$ cat src/rtl/conv_pkg.sv
// Shared types and width helpers for the convolution accumulator.
// Used by conv_accumulator; the CONV_ACC_SATURATE_EN build relies on fit_sat().
package conv_pkg;

  // Widest value the helper functions below can handle.
  localparam int unsigned MAX_W = 256;

  typedef enum logic [0:0] {ST_IDLE, ST_ACCUM} conv_state_e;

  function automatic int unsigned acc_width(input int unsigned data_width,
                                            input int unsigned guard_bits);
    return 2 * data_width + guard_bits;
  endfunction

  function automatic logic [MAX_W-1:0] width_mask(input int unsigned w);
    return {MAX_W{1'b1}} >> (MAX_W - w);
  endfunction

  // Clamp an unsigned w_in-bit value to the largest w_out-bit value.
  function automatic logic [MAX_W-1:0] fit_sat(input logic [MAX_W-1:0] val,
                                               input int unsigned w_in,
                                               input int unsigned w_out);
    logic [MAX_W-1:0] v;
    logic [MAX_W-1:0] lim;
    v   = val & width_mask(w_in);
    lim = width_mask(w_out);
    return (v > lim) ? lim : v;
  endfunction

  // True when narrowing a w_in-bit value to w_out bits drops a nonzero bit.
  function automatic logic fit_loss(input logic [MAX_W-1:0] val,
                                    input int unsigned w_in,
                                    input int unsigned w_out);
    logic [MAX_W-1:0] v;
    v = val & width_mask(w_in);
    return (v >> w_out) != '0;
  endfunction

endpackage

$ cat src/rtl/conv_accumulator_if.sv
// Product-stream input and result output of the convolution accumulator.
interface conv_accumulator_if #(
  parameter int unsigned DATA_WIDTH = 32,
  parameter int unsigned OUT_WIDTH  = 64,
  parameter int unsigned CNT_WIDTH  = 16
);
  logic                    in_valid;
  logic                    in_ready;
  logic [2*DATA_WIDTH-1:0] in_prod;
  logic                    in_last;
  logic                    out_valid;
  logic                    out_ready;
  logic [OUT_WIDTH-1:0]    out_data;
  logic [CNT_WIDTH-1:0]    out_count;
  logic                    out_ovf;

  // Environment side: feeds products and drains results.
  modport master (
    output in_valid, in_prod, in_last, out_ready,
    input  in_ready, out_valid, out_data, out_count, out_ovf
  );

  // Accumulator side.
  modport slave (
    input  in_valid, in_prod, in_last, out_ready,
    output in_ready, out_valid, out_data, out_count, out_ovf
  );
endinterface

$ cat src/rtl/acc_out_reg.sv
// One-entry valid/ready output register; in_ready tells the producer a load is possible.
module acc_out_reg #(
  parameter int unsigned WIDTH = 8
) (
  input  logic             clk,
  input  logic             rstn,
  input  logic             load,
  input  logic [WIDTH-1:0] load_data,
  input  logic             out_ready,
  output logic             out_valid,
  output logic [WIDTH-1:0] out_data,
  output logic             in_ready
);

  logic             valid_q;
  logic [WIDTH-1:0] data_q;

  assign in_ready  = !valid_q || out_ready;
  assign out_valid = valid_q;
  assign out_data  = data_q;

  // load is only raised while in_ready is high, so a held entry is never overwritten.
  always_ff @(posedge clk or negedge rstn) begin
    if (!rstn) begin
      valid_q <= 1'b0;
      data_q  <= '0;
    end else if (load) begin
      valid_q <= 1'b1;
      data_q  <= load_data;
    end else if (out_ready) begin
      valid_q <= 1'b0;
    end
  end

endmodule

$ cat src/rtl/conv_accumulator.sv
// Sums the product beats of one convolution window and emits one result per window.
// Define CONV_ACC_SATURATE_EN to clamp the accumulator and the output instead of wrapping.
module conv_accumulator
  import conv_pkg::*;
#(
  parameter int unsigned DATA_WIDTH = 32,
  parameter int unsigned GUARD_BITS = 8,
  parameter int unsigned OUT_WIDTH  = 64,
  parameter int unsigned CNT_WIDTH  = 16
) (
  input  logic                 clk,
  input  logic                 rstn,
  input  logic                 flush,
  conv_accumulator_if.slave    bus
);

  localparam int unsigned ACC_WIDTH = acc_width(DATA_WIDTH, GUARD_BITS);
  localparam int unsigned RES_WIDTH = OUT_WIDTH + CNT_WIDTH + 1;

  conv_state_e          state_q;
  logic [ACC_WIDTH-1:0] acc_q;
  logic [CNT_WIDTH-1:0] cnt_q;
  logic                 ovf_q;

  logic [ACC_WIDTH-1:0] base;
  logic [ACC_WIDTH:0]   sum;
  logic [ACC_WIDTH-1:0] acc_next;
  logic                 add_ovf;
  logic                 narrow_loss;
  logic [OUT_WIDTH-1:0] fit_data;
  logic [CNT_WIDTH-1:0] cnt_inc;
  logic [RES_WIDTH-1:0] res_d;
  logic [RES_WIDTH-1:0] res_q;
  logic                 in_ready;
  logic                 accept;
  logic                 close;

  assign accept = bus.in_valid && in_ready;
  // A flushed beat is consumed but never closes a window.
  assign close  = accept && bus.in_last && !flush;

  always_comb begin
    base    = (state_q == ST_ACCUM) ? acc_q : '0;
    sum     = {1'b0, base} + (ACC_WIDTH+1)'(bus.in_prod);
    add_ovf = sum[ACC_WIDTH];
`ifdef CONV_ACC_SATURATE_EN
    acc_next = add_ovf ? '1 : sum[ACC_WIDTH-1:0];
    fit_data = OUT_WIDTH'(fit_sat(MAX_W'(acc_next), ACC_WIDTH, OUT_WIDTH));
`else
    acc_next = sum[ACC_WIDTH-1:0];
    fit_data = acc_next[OUT_WIDTH-1:0];
`endif
    narrow_loss = fit_loss(MAX_W'(acc_next), ACC_WIDTH, OUT_WIDTH);
    cnt_inc     = (&cnt_q) ? cnt_q : cnt_q + CNT_WIDTH'(1);
    res_d       = {ovf_q | add_ovf | narrow_loss, cnt_inc, fit_data};
  end

  always_ff @(posedge clk or negedge rstn) begin
    if (!rstn) begin
      state_q <= ST_IDLE;
      acc_q   <= '0;
      cnt_q   <= '0;
      ovf_q   <= 1'b0;
    end else if (flush) begin
      state_q <= ST_IDLE;
      acc_q   <= '0;
      cnt_q   <= '0;
      ovf_q   <= 1'b0;
    end else if (accept) begin
      if (bus.in_last) begin
        state_q <= ST_IDLE;
        acc_q   <= '0;
        cnt_q   <= '0;
        ovf_q   <= 1'b0;
      end else begin
        state_q <= ST_ACCUM;
        acc_q   <= acc_next;
        cnt_q   <= cnt_inc;
        ovf_q   <= ovf_q | add_ovf;
      end
    end
  end

  acc_out_reg #(
    .WIDTH(RES_WIDTH)
  ) u_out_reg (
    .clk      (clk),
    .rstn     (rstn),
    .load     (close),
    .load_data(res_d),
    .out_ready(bus.out_ready),
    .out_valid(bus.out_valid),
    .out_data (res_q),
    .in_ready (in_ready)
  );

  assign bus.in_ready  = in_ready;
  assign bus.out_data  = res_q[OUT_WIDTH-1:0];
  assign bus.out_count = res_q[OUT_WIDTH +: CNT_WIDTH];
  assign bus.out_ovf   = res_q[RES_WIDTH-1];

endmodule

$ cat src/flat_wrapper.sv
// flat-port wrapper written by rule: the top's interface ports become plain ports
module conv_accumulator_flat import conv_pkg::*;
#(
  parameter int unsigned DATA_WIDTH = 32,
  parameter int unsigned GUARD_BITS = 8,
  parameter int unsigned OUT_WIDTH  = 64,
  parameter int unsigned CNT_WIDTH  = 16
)
  (clk, rstn, flush, bus_in_valid, bus_in_prod, bus_in_last, bus_out_ready, bus_in_ready, bus_out_valid, bus_out_data, bus_out_count, bus_out_ovf);
  conv_accumulator_if #(.DATA_WIDTH(DATA_WIDTH), .OUT_WIDTH(OUT_WIDTH), .CNT_WIDTH(CNT_WIDTH)) bus_i ();
  input  logic clk;
  input  logic rstn;
  input  logic flush;
  input wire logic [$bits(bus_i.in_valid)-1:0] bus_in_valid;
  input wire logic [$bits(bus_i.in_prod)-1:0] bus_in_prod;
  input wire logic [$bits(bus_i.in_last)-1:0] bus_in_last;
  input wire logic [$bits(bus_i.out_ready)-1:0] bus_out_ready;
  output wire logic [$bits(bus_i.in_ready)-1:0] bus_in_ready;
  output wire logic [$bits(bus_i.out_valid)-1:0] bus_out_valid;
  output wire logic [$bits(bus_i.out_data)-1:0] bus_out_data;
  output wire logic [$bits(bus_i.out_count)-1:0] bus_out_count;
  output wire logic [$bits(bus_i.out_ovf)-1:0] bus_out_ovf;
  assign bus_i.in_valid = bus_in_valid;
  assign bus_i.in_prod = bus_in_prod;
  assign bus_i.in_last = bus_in_last;
  assign bus_i.out_ready = bus_out_ready;
  assign bus_in_ready = bus_i.in_ready;
  assign bus_out_valid = bus_i.out_valid;
  assign bus_out_data = bus_i.out_data;
  assign bus_out_count = bus_i.out_count;
  assign bus_out_ovf = bus_i.out_ovf;
  conv_accumulator #(.DATA_WIDTH(DATA_WIDTH), .GUARD_BITS(GUARD_BITS), .OUT_WIDTH(OUT_WIDTH), .CNT_WIDTH(CNT_WIDTH)) u_core (.clk(clk), .rstn(rstn), .flush(flush), .bus(bus_i));
endmodule
$ cat config.mk
export PLATFORM = sky130hd
export DESIGN_NAME = conv_accumulator_flat
export DESIGN_NICKNAME = d
export VERILOG_FILES = /design/src/rtl/conv_pkg.sv /design/src/rtl/conv_accumulator_if.sv /design/src/rtl/acc_out_reg.sv /design/src/rtl/conv_accumulator.sv /design/src/flat_wrapper.sv
export SDC_FILE = /design/constraint.sdc
export NUM_CORES = 1
export LEC_CHECK = 0
export ABC_AREA = 1
export CORE_ASPECT_RATIO = 0.9
export CORE_MARGIN = 2
export CORE_UTILIZATION = 52
export DETAILED_ROUTE_END_ITERATION = 12
export PLACE_DENSITY = 0.74
export SYNTH_ARGS = -nofsm -noshare
export SYNTH_HDL_FRONTEND = slang
export SYNTH_SLANG_ARGS = --single-unit
export TNS_END_PERCENT = 20
$ cat constraint.sdc
create_clock -name clk -period 2.8 [get_ports clk]
set_input_delay 0.56 -clock clk [delete_from_list [all_inputs] [get_ports clk]]
set_output_delay 0.56 -clock clk [all_outputs]
set_load 0.02 [all_outputs]
==> results by group <==
Yosys
  • Register area share after synthesis: about 34%
  • Synth Area per Inst: ~6.6 sq um
  • Post-synth EDFFs: 0
  • Synthesized flop and latch total: 172
  • Xor-xnor portion of the synthesized cell area: under 10%
  • Async set-reset flop share out of synthesis: 100%
  • Mapped Cells: 1943
  • Simple-gate area share of the yosys netlist: 32.9%
  • Main combinational cell family by area after synthesis: simple AND/OR/NAND/NOR gates
  • Warnings from Yosys: 0
  • Mux contribution to synthesized area: 0%
  • Netlist cell types: 47
  • Syn nets: a little over 2000
  • Synth Area in Adders: 6.54%
  • Cell area after synthesis: 0.0127 sq mm
  • Main synth FF type: dfrtp_1
  • Complex-gate fraction of the synthesized area: a little under an eighth

Placement
  • DP Worst Slack: -436 ps
  • Placer Congestion: ~0.95
  • DPL Wire Length: approximately 31000 um
  • Port-buffer cells: roughly 150

GRT
  • Largest net degree at the start of global routing: 80
  • Vias in the first global route: 13500
  • Initial antenna violation count: 0
  • GRT overflow: 0
  • Global Route Usage Sum: between 30% and 40%
  • Global-route wire length before repair: 65700 um

Timing
  • Fin Setup TNS: -2070 ps
  • Tmin final: 2980 ps
  • RSZ-0062 raised after global routing: true
  • Setup violations, final: 35
  • Min Hold Slack: 57.7 ps
  • Final Max Slew Viols: 0
  • Slew HR: between 50% and 60%
  • Peak Freq: ~340 MHz
  • Clock Skew: approximately 13 ps
  • Final worst-path cycle share: 106%
  • Hold Vio Cnt, Final: 0
  • Worst-Margin Slew: 695 ps
  • Setup ws final: -175 ps

Worst setup path
  • WP data required: 3140 ps
  • R2r setup slk: -180 ps
  • Reg2Reg Depth: 21
  • CP startpoint kind: flop
  • Critical R2R Launch: u_core.state_q$_DFFE_PN0P_
  • Slowest stage cell on the critical path: dfrtp_2
  • Arr. time, crit path: 3310 ps
  • R2r endpoint: u_core.u_out_reg.out_data[80]$_DFFE_PN0P_
  • Critical path peak fanout: 32
  • Largest stage delay, worst path: roughly 480 ps
  • Kind of critical path: reg2reg
  • CP endpoint kind: flop
  • CP Cell Sequence: buf_12 -> buf_4 -> nand2_1 -> inv_1 -> ha_4 -> a21oi_4 -> buf_4 -> nand2_1 -> nand2_1 -> nand2_1 -> nand2_1 -> nand2_1 -> a21oi_2 -> buf_4 -> nand4_1 -> nand2_1 -> nand2_1 -> nor2_1 -> nand3_1 -> nand2_1 -> nand2_1
  • Crit path top cell by count: nand2_1

CTS
  • Worst skew pair latency: roughly 450 ps
  • Clock transition at the registers of the reported paths: 70 ps
  • Total clock sinks: 172
  • CTS max path bufs: 2
  • CTS tree: yes
  • Cts hold-fix bufs: 0
  • CTS root buf: clkbuf_16
  • Htree depth: 4
  • CTS Buf Count: 17

Die
  • Die Span X: between 150 and 200 um
  • Die Span Y: ~150 um
  • Core Footprint: approximately 0.024 sq mm
  • Initial Util: 52.7%
  • I/O pin total: 153
  • Die ar.: between 0.02 and 0.03 sq mm
  • Row Count: between 50 and 60

Routing
  • DRC viols: 0
  • Final wirelength: between 40000 and 50000 um
  • Iteration-0 DRC Markers: 1235
  • Antenna viol nets, final: 0
  • 1st-pass router iterations: 5
  • Per-cell routed wire length: between 15 and 20 um
  • Vias: approximately 14000
  • Vias/cell: about 5.2

Power
  • VDD IR-drop max: 0.000561 V
  • P per Cell Area: 380 mW/mm^2
  • LEAKAGE: a little under 10 nW

Finish
  • N_diodes: 0
  • Final #Nets: 2463
  • Area delta synth->final: 43.5%
  • Share of layout cells above drive strength 1: roughly a quarter

Run status
  • Failing checks: negative setup slack
  • Outcome: finished, violations left

Worst hold path
  • Hold crit path type: in2async

Flow run
  • Max-cap violations: 0
## per-layer routing
metal  up-vias  GRT usage (%)  share of wire (%)
met4         0           9.08                2.1
li1       6769              -                  -
met1      6454           43.5                 45
met5         -              0                  0
met2       468           52.2                 47
met3        66           5.82                6.1
## flip-flops by register name, summed over array words and instances (netlist names)
register and flops:
u_core.u_out_reg.out_data 81, u_core.acc_q 72, u_core.cnt_q 16, u_core.ovf_q 1
u_core.state_q 1, u_core.u_out_reg.out_valid 1
## synthesized netlist by cell type (17+ instances only)
library cell | instances | area share, %
nand2_1 | 705 | 21
inv_1 | 312 | 9.2
dfrtp_1 | 172 | 34
o21ai_0 | 124 | 4.9
nor2_1 | 123 | 3.6
a21oi_1 | 79 | 3.1
ha_1 | 65 | 6.4
nand3_1 | 59 | 2.3
xor2_1 | 46 | 3.2
clkbuf_1 | 38 | 1.1
nand2_2 | 31 | 1.5
inv_2 | 20 | 0.59
nor2_2 | 17 | 0.83
## timing repair
| action | CTS | global route |
|---|---|---|
| cloned | 2 | 0 |
| gates resized for setup | 52 | 191 |
| pin swaps | 2 | 16 |
| endpoints found under the setup margin | 33 | 93 |
| setup buffers | 0 | 4 |
## power breakdown
group          internal (mW)  total [mW]  switching (mW)  leakage [nW]
Clock                   1.21        2.30            1.09         0.271
Sequential              2.71        2.84           0.130          2.28
Combinational          0.827        1.80           0.975          7.22
## worst max-delay path, delay by kind of cell, from the launching register on
family	cells	cell delay (ps)
flip-flops	1	480
buffers and inverters	5	770
adder cells (fa/ha/maj)	1	240
AO/OA/AOI/OAI	2	370
AND/OR/NAND/NOR	13	990
## cell families after synthesis
group | Yosys count
and+or+nand+nor | 1003
buffers and inverters | 376
AOI/OAI and AO/OA | 265
DFF | 172
adders and majority gates | 66
xor gates and xnor gates | 61
## cell type report
class                      instances  area [sq um]
clock buffer                      20           467
clock inverter                    10          85.1
fill                            1878          5910
inverter                         333          1250
multi-input combinational       1395          8220
sequential                       172          4310
tap                              308           385
timing repair buffer             408          3560
## how the worst max path moves through the flow
stage	start	end	slack, ps	cells after the start
global placement	bus_in_prod[0]	u_core.u_out_reg.out_data[80]$_DFFE_PN0P_	-390	21
CTS	u_core.state_q$_DFFE_PN0P_	u_core.u_out_reg.out_data[80]$_DFFE_PN0P_	-140	18
detailed placement	bus_in_prod[0]	u_core.acc_q[48]$_DFFE_PN0P_	-440	18
finish	u_core.state_q$_DFFE_PN0P_	u_core.u_out_reg.out_data[80]$_DFFE_PN0P_	-180	21
floorplan	u_core.state_q$_DFFE_PN0P_	u_core.u_out_reg.out_data[50]$_DFFE_PN0P_	40	19
global route	u_core.state_q$_DFFE_PN0P_	u_core.u_out_reg.out_data[80]$_DFFE_PN0P_	-350	21
## cell usage in the layout, fill, tap and decap left out, types with 4 or more instances in the layout
master | synthesis | layout
nand2_1 | 705 | 667
inv_1 | 312 | 310
buf_4 | 1 | 248
dfrtp_1 | 172 | 171
clkdlybuf4s50_1 | 0 | 151
o21ai_0 | 124 | 108
nor2_1 | 123 | 87
nand2_2 | 31 | 68
nand3_1 | 59 | 55
a21oi_2 | 4 | 40
nor2_2 | 17 | 39
a21oi_1 | 79 | 38
ha_4 | 0 | 37
xor2_1 | 46 | 36
o21ai_1 | 13 | 25
ha_1 | 65 | 23
inv_2 | 20 | 22
nor2_4 | 3 | 17
clkbuf_16 | 0 | 17
nor3_1 | 15 | 11
o22ai_1 | 11 | 11
nand3_2 | 9 | 10
xor2_2 | 0 | 10
o21bai_1 | 15 | 9
xnor2_1 | 15 | 9
nor3_2 | 6 | 8
nor4_1 | 10 | 7
nand4_1 | 6 | 6
o21bai_2 | 1 | 6
xnor2_2 | 0 | 6
buf_12 | 0 | 6
a21oi_4 | 0 | 5
o21ai_2 | 1 | 5
a22o_1 | 5 | 5
ha_2 | 0 | 5
clkinv_4 | 0 | 5
or2_2 | 4 | 4
nand3b_1 | 4 | 4
or2_1 | 4 | 4
## metrics by stage
step / util, % / total power, mW / cell area, sq um / instances
floorplan: - / 3.64 / 12700 / 1943
global placement: 68.0 / 4.49 / 16400 / 2610
detailed placement: 68.0 / 4.52 / 16400 / 2610
CTS: 71.5 / 6.84 / 17300 / 2642
global route: 75.6 / 7.21 / 18300 / 2646
finish: 75.6 / 6.94 / 18300 / 2646
No activity file was read; power rests on OpenSTA's default activity.
